`src/rtl/sdp_bram_pkg.sv`:
```
// Shared types and helpers for the byte-enable simple dual-port RAM.
// Sequencer states, collision policy codes and the byte-lane merge helper.
package sdp_bram_pkg;

  typedef enum logic {
    ST_CLEAR = 1'b0,
    ST_RUN   = 1'b1
  } state_t;

  localparam int unsigned COLL_READ_FIRST  = 0;
  localparam int unsigned COLL_WRITE_FIRST = 1;

  // Widest word the merge helper supports; callers zero-extend and truncate.
  localparam int unsigned MAX_DW = 256;
  localparam int unsigned MAX_IW = 8;

  // Lane i of the result comes from new_word when be[i] is set, else from old_word.
  function automatic logic [MAX_DW-1:0] be_merge(
    input logic [MAX_DW-1:0] old_word,
    input logic [MAX_DW-1:0] new_word,
    input logic [MAX_DW-1:0] be,
    input int unsigned       byte_width
  );
    logic [MAX_DW-1:0] res;
    res = old_word;
    for (int unsigned i = 0; i < MAX_DW; i++) begin
      if (be[MAX_IW'(i / byte_width)]) res[MAX_IW'(i)] = new_word[MAX_IW'(i)];
    end
    return res;
  endfunction

endpackage

```
`src/rtl/sdp_bram_core.sv`:
```
// Plain inferable RAM array: byte-enable write port, registered read port.
module sdp_bram_core #(
  parameter int unsigned ADDR_WIDTH = 6,
  parameter int unsigned DATA_WIDTH = 32,
  parameter int unsigned BYTE_WIDTH = 8
) (
  input  logic                             clk,
  input  logic                             rst,
  input  logic                             we,
  input  logic [DATA_WIDTH/BYTE_WIDTH-1:0] wbe,
  input  logic [ADDR_WIDTH-1:0]            wa,
  input  logic [DATA_WIDTH-1:0]            wd,
  input  logic                             re,
  input  logic [ADDR_WIDTH-1:0]            ra,
  output logic [DATA_WIDTH-1:0]            rd
);

  localparam int unsigned NBYTES = DATA_WIDTH / BYTE_WIDTH;
  localparam int unsigned DEPTH  = 2 ** ADDR_WIDTH;

  logic [DATA_WIDTH-1:0] mem [DEPTH];

  always_ff @(posedge clk) begin
    if (we) begin
      for (int unsigned i = 0; i < NBYTES; i++) begin
        if (wbe[i]) mem[wa][i*BYTE_WIDTH +: BYTE_WIDTH] <= wd[i*BYTE_WIDTH +: BYTE_WIDTH];
      end
    end
  end

  // Read-first by construction: a same-edge write is not visible here.
  always_ff @(posedge clk or posedge rst) begin
    if (rst) begin
      rd <= '0;
    end else if (re) begin
      rd <= mem[ra];
    end
  end

endmodule

```
`src/rtl/sdp_bram_be.sv`:
```
// Simple dual-port RAM with byte enables, post-reset clear sweep,
// selectable collision policy and optional output register.
module sdp_bram_be
  import sdp_bram_pkg::*;
#(
  parameter int unsigned          ADDR_WIDTH     = 6,
  parameter int unsigned          DATA_WIDTH     = 32,
  parameter int unsigned          BYTE_WIDTH     = 8,
  parameter int unsigned          OUT_REG        = 0,
  parameter int unsigned          WRITE_FIRST    = 0,
  parameter int unsigned          CLEAR_ON_RESET = 1,
  parameter logic [DATA_WIDTH-1:0] CLEAR_VALUE   = '0
) (
  input  logic                             clk,
  input  logic                             rst,
  output logic                             ready,
  input  logic [ADDR_WIDTH-1:0]            wa,
  input  logic                             we,
  input  logic [DATA_WIDTH/BYTE_WIDTH-1:0] wbe,
  input  logic [DATA_WIDTH-1:0]            wd,
  input  logic [ADDR_WIDTH-1:0]            ra,
  input  logic                             re,
  output logic [DATA_WIDTH-1:0]            rd,
  output logic                             rd_valid
);

  localparam int unsigned NBYTES = DATA_WIDTH / BYTE_WIDTH;

  state_t                  state;
  logic [ADDR_WIDTH-1:0]   clr_addr;
  logic                    run;

  logic                    mem_we;
  logic [NBYTES-1:0]       mem_wbe;
  logic [ADDR_WIDTH-1:0]   mem_wa;
  logic [DATA_WIDTH-1:0]   mem_wd;
  logic                    mem_re;
  logic [DATA_WIDTH-1:0]   mem_rd;

  logic                    coll;
  logic                    v1;
  logic                    coll_q;
  logic [DATA_WIDTH-1:0]   wd_q;
  logic [NBYTES-1:0]       wbe_q;
  logic [DATA_WIDTH-1:0]   s1_data;

  // Clear sequencer: one word per cycle from address 0, then run forever.
  always_ff @(posedge clk or posedge rst) begin
    if (rst) begin
      state    <= (CLEAR_ON_RESET != 0) ? ST_CLEAR : ST_RUN;
      clr_addr <= '0;
      ready    <= (CLEAR_ON_RESET == 0);
    end else begin
      case (state)
        ST_CLEAR: begin
          clr_addr <= clr_addr + ADDR_WIDTH'(1);
          if (clr_addr == '1) begin
            state <= ST_RUN;
            ready <= 1'b1;
          end
        end
        ST_RUN: begin
          ready <= 1'b1;
        end
        default: begin
          state <= ST_RUN;
          ready <= 1'b1;
        end
      endcase
    end
  end

  assign run = (state == ST_RUN);

  // Write port belongs to the sweep until it finishes.
  always_comb begin
    mem_we  = 1'b1;
    mem_wbe = '1;
    mem_wa  = clr_addr;
    mem_wd  = CLEAR_VALUE;
    if (run) begin
      mem_we  = we;
      mem_wbe = wbe;
      mem_wa  = wa;
      mem_wd  = wd;
    end
  end

  assign mem_re = run & re;
  assign coll   = run & re & we & (ra == wa) & (WRITE_FIRST == COLL_WRITE_FIRST);

  sdp_bram_core #(
    .ADDR_WIDTH (ADDR_WIDTH),
    .DATA_WIDTH (DATA_WIDTH),
    .BYTE_WIDTH (BYTE_WIDTH)
  ) u_core (
    .clk (clk),
    .rst (rst),
    .we  (mem_we),
    .wbe (mem_wbe),
    .wa  (mem_wa),
    .wd  (mem_wd),
    .re  (mem_re),
    .ra  (ra),
    .rd  (mem_rd)
  );

  // Capture the colliding write so the array's pre-write word can be patched next cycle.
  always_ff @(posedge clk or posedge rst) begin
    if (rst) begin
      v1     <= 1'b0;
      coll_q <= 1'b0;
      wd_q   <= '0;
      wbe_q  <= '0;
    end else begin
      v1 <= mem_re;
      if (mem_re) begin
        coll_q <= coll;
        wd_q   <= wd;
        wbe_q  <= wbe;
      end
    end
  end

  assign s1_data = coll_q
                 ? DATA_WIDTH'(be_merge(MAX_DW'(mem_rd), MAX_DW'(wd_q), MAX_DW'(wbe_q), BYTE_WIDTH))
                 : mem_rd;

  generate
    if (OUT_REG != 0) begin : g_out_reg
      always_ff @(posedge clk or posedge rst) begin
        if (rst) begin
          rd       <= '0;
          rd_valid <= 1'b0;
        end else begin
          rd_valid <= v1;
          if (v1) rd <= s1_data;
        end
      end
    end else begin : g_no_out_reg
      assign rd       = s1_data;
      assign rd_valid = v1;
    end
  endgenerate

endmodule

```
`config.mk`:
```
export PLATFORM = sky130hd
export DESIGN_NAME = sdp_bram_be
export DESIGN_NICKNAME = d
export VERILOG_FILES = /design/src/rtl/sdp_bram_pkg.sv /design/src/rtl/sdp_bram_core.sv /design/src/rtl/sdp_bram_be.sv
export SDC_FILE = /design/constraint.sdc
export NUM_CORES = 2
export LEC_CHECK = 0
export CAP_MARGIN = 20
export CORE_UTILIZATION = 25
export DETAILED_ROUTE_END_ITERATION = 6
export GPL_TIMING_DRIVEN = 0
export SETUP_SLACK_MARGIN = 0.4
export SYNTH_ARGS = -nofsm -noshare
export SYNTH_HDL_FRONTEND = slang
export SYNTH_SLANG_ARGS = --single-unit
```
`constraint.sdc`:
```
create_clock -name clk -period 3 [get_ports clk]
set_clock_uncertainty 0.1 [all_clocks]
set_input_delay 0.6 -clock clk [delete_from_list [all_inputs] [get_ports clk]]
set_output_delay 0.6 -clock clk [all_outputs]
set_load 0.005 [all_outputs]
```
==> impl_results.md <==
* Status: finished clean
* Die H at 570.0 um
* Initial antenna violation count at 9
* Mean area per synthesized cell at 20.41 um2
* RR Startpoint: clr_addr[1]
* Root Driver: clkbuf_16
* Comb pwr share at 0.028
* # rows at 208
* Vias in the first global route at 42,399
* Total die area at 324,900 um2
* Syn Nets at 4,005
* Clock share of power at 0.436
* Post-DRT Antenna Nets at 0
* Remaining DRCs at 0
* Req. time, crit path at 3.44 ns
* Asr flop ratio synth at 0.01963
* Worst EP arrival at 3.19 ns
* Cell Area, Synth at 80,650 um2
* R2R Setup Slk at 0.25 ns
* Initial Util at 0.2513
* RePlAce Congestion at 0.8773
* Critical path launch point type: register
* Iter 0 DRT Violations at 5,206
* RSZ-0062 raised after global routing: true
* Hold Vio Cnt, Final at 0
* H-tree Lvls at 4
* Sequential power share at 0.536
* Setup tns final at 0 ns
* Worst setup EP type: register
* Drt pass-1 iters at 7
* YS warnings at 0
* Switching Share at 0.2080
* Via density at 4.788
* I/O pin count at 86
* Slew @ Worst Pin at 0.9332 ns
* Vias at 42,802
* Clock sinks at 2,089
* Share of the synthesized area in the top cell type at 0.7625
* Distinct cells, synth at 40
* Final #Nets at 4,508
* Max Cap Viol at 0
* Final core occ at 0.3132
* CTS Buf Count at 211
* Width of the chip at 570.0 um
* Reg clk slew, reported paths at 0.06 ns
* F_max at 363.1 MHz
* Largest net degree at the start of global routing at 65
* Critical-path maximum fanout at 8
* R2R Path End: u_core.mem[38][22]
* CTS tree: done
* Internal Pwr Total at 46.61 mW
* Leakage at 26.58 nW
* Final period utilization at 0.9181
* Final setup viols at 0
* Grt total ovfl at 0
* Worst vdd ir at 0.4667 mV
* Final min period at 2.754 ns
* First-pass GRT wire length at 324.1 mm
* Post-synth top flop: edfxtp_1
* Post-synth EDFFs at 2,048
* Core area at 320,900 um2
* Sw power at 12.24 mW
* Share of cells above drive strength 1 at 0.3246
* Clk buf depth at 3
* Crit path kind: register to register
* Cell taking the most area after synthesis: edfxtp_1
* Final HPWL DP at 161.2 mm
* Post-Synthesis Cells at 3,952
* I/O Buffers at 84
* Top cells by area in the synthesized netlist: edfxtp_1, mux4_2, mux2i_1, a22oi_1, dfrtp_1
* Final slew viol count at 0
* Hold_buf cts at 0
* Hold Crit Class: input port to async pin
* Slew margin rel. at 0.3779
* Drt wl/cell at 26.30 um
* Post-Route WL at 235.1 mm
* Worst-case reg-to-reg path depth at 6
* Worst skew pair latency at 0.87 ns
* Sequential cell area fraction in the yosys report at 0.7752
* Gr usage total at 0.1407
* Register bit total from synthesis at 2,089
* Layout area overhead at 24.62%
* Power per cell area at 585.6 nW/um2
-- flip-flops by register name, summed over array words and instances, names as in the netlist --
signal	count
rd_valid	1
u_core.mem	2048
ready	1
run	1
clr_addr	6
u_core.rd	32
-- cells in the mapped netlist (all sizes together) (2+ instances only) --
cell type and n:
mux2i 288, nand2b 3, mux4 384, buf 123
nor2 261, or3b 2, and2 41, o32ai 7
a21oi 34, mux2 2, nand2 95, clkbuf 107
nand3 69, xnor2 4, dfrtp 41, o22ai 64
and3 2, nand4 33, a22oi 160, a211oi 62
edfxtp 2048, a21o 2, or3 32, a221o 32
or2 3, nor2b 36, inv 8
-- logic make-up (layout without fill, tap and decap cells) --
logic type	count (synthesis)	after routing	share of synthesized area
other	0	2	0
and+or+nand+nor	581	587	0.03317
AOI/OAI and AO/OA	364	364	0.03301
xor gates and xnor gates	5	5	0.0005429
muxes	674	674	0.1432
DFF	2089	2089	0.7752
adders and majority gates	1	1	0.0001551
buffers and inverters	238	913	0.01464
-- per-stage QoR --
stage / instances / hold slack [ns] / instance area, um2 / worst slack (ns) / power (mW)
4_1_cts: 8822 / 0.1574 / 97650 / 0.1782 / 59.01
2_1_floorplan: 3952 / 0.3552 / 80700 / 0.4063 / 33.03
5_1_grt: 8939 / 0.2089 / 100500 / 0.1816 / 60.22
3_5_place_dp: 8378 / 0.3814 / 87600 / -1.697 / 33.68
6_report: 8940 / 0.2111 / 100500 / 0.2456 / 58.86
3_3_place_gp: 8341 / 0.3768 / 86920 / -1.931 / 33.67
-- repair_timing --
action	CTS	global route
pin swaps	62	134
buffers inserted	48	114
endpoints found under the setup margin	4156	3390
gates cloned	5	2
resized for setup	811	266
-- worst max-delay path, stage by stage (launching register included) --
cell	delay (ns)
dfrtp_1	0.55
inv_1	0.19
o32ai_4	0.34
buf_12	0.18
and2_2	0.34
nand2_2	0.36
nor2_4	0.36
-- final cells by class --
type | count | area, um2
fillers | 30378 | 220400
flip-flops and latches | 2089 | 62540
multi-input cells | 1631 | 19730
clock buffers | 257 | 5495
well taps | 4305 | 5386
repair buffers | 284 | 4322
plain buffers | 230 | 1809
clock inverters | 134 | 1194
inverters | 8 | 30.03
diodes | 2 | 5.005
-- power groups by stage --
stage / registers [mW] / logic [mW] / clock network, mW
floorplan: 32.2 / 0.874 / 0
detailed placement: 32.2 / 1.52 / 0
global placement: 32.2 / 1.51 / 0
finish: 31.5 / 1.64 / 25.7
global route: 31.5 / 1.70 / 27.0
CTS: 31.5 / 1.57 / 25.9
-- metal layers --
layer | vias up | share of wire | wire [um] | GRT usage
met5 | - | 0.00010 | 24 | 0
met4 | 4 | 0.045 | 10650 | 0.06046
met3 | 425 | 0.090 | 21050 | 0.03115
met2 | 2112 | 0.46 | 109100 | 0.2213
met1 | 22850 | 0.40 | 94300 | 0.1866
li1 | 17411 | - | - | -
-- placed cells by master (no fill, tap or decap), types with 40 or more instances in the layout --
cell type,n
edfxtp_1,2048
mux4_2,384
mux2i_1,281
nor2_4,249
clkbuf_16,213
buf_12,154
a22oi_1,154
buf_4,78
clkbuf_1,77
o22ai_1,64
nand3_1,63
clkinv_1,62
clkdlybuf4s50_1,58
buf_6,48
nand2_1,40
and2_4,40
-- worst max-delay path by stage --
stage                          to         from  depth (start not counted)
3_5_place_dp   u_core.mem[37][25]          run                          5
3_3_place_gp        u_core.rd[15]        ra[4]                          8
2_1_floorplan       u_core.rd[18]        ra[2]                          8
5_1_grt        u_core.mem[38][22]  clr_addr[1]                          6
4_1_cts        u_core.mem[57][22]          run                          7
6_report       u_core.mem[38][22]  clr_addr[1]                          6
No activity file was read; power rests on OpenSTA's default activity.
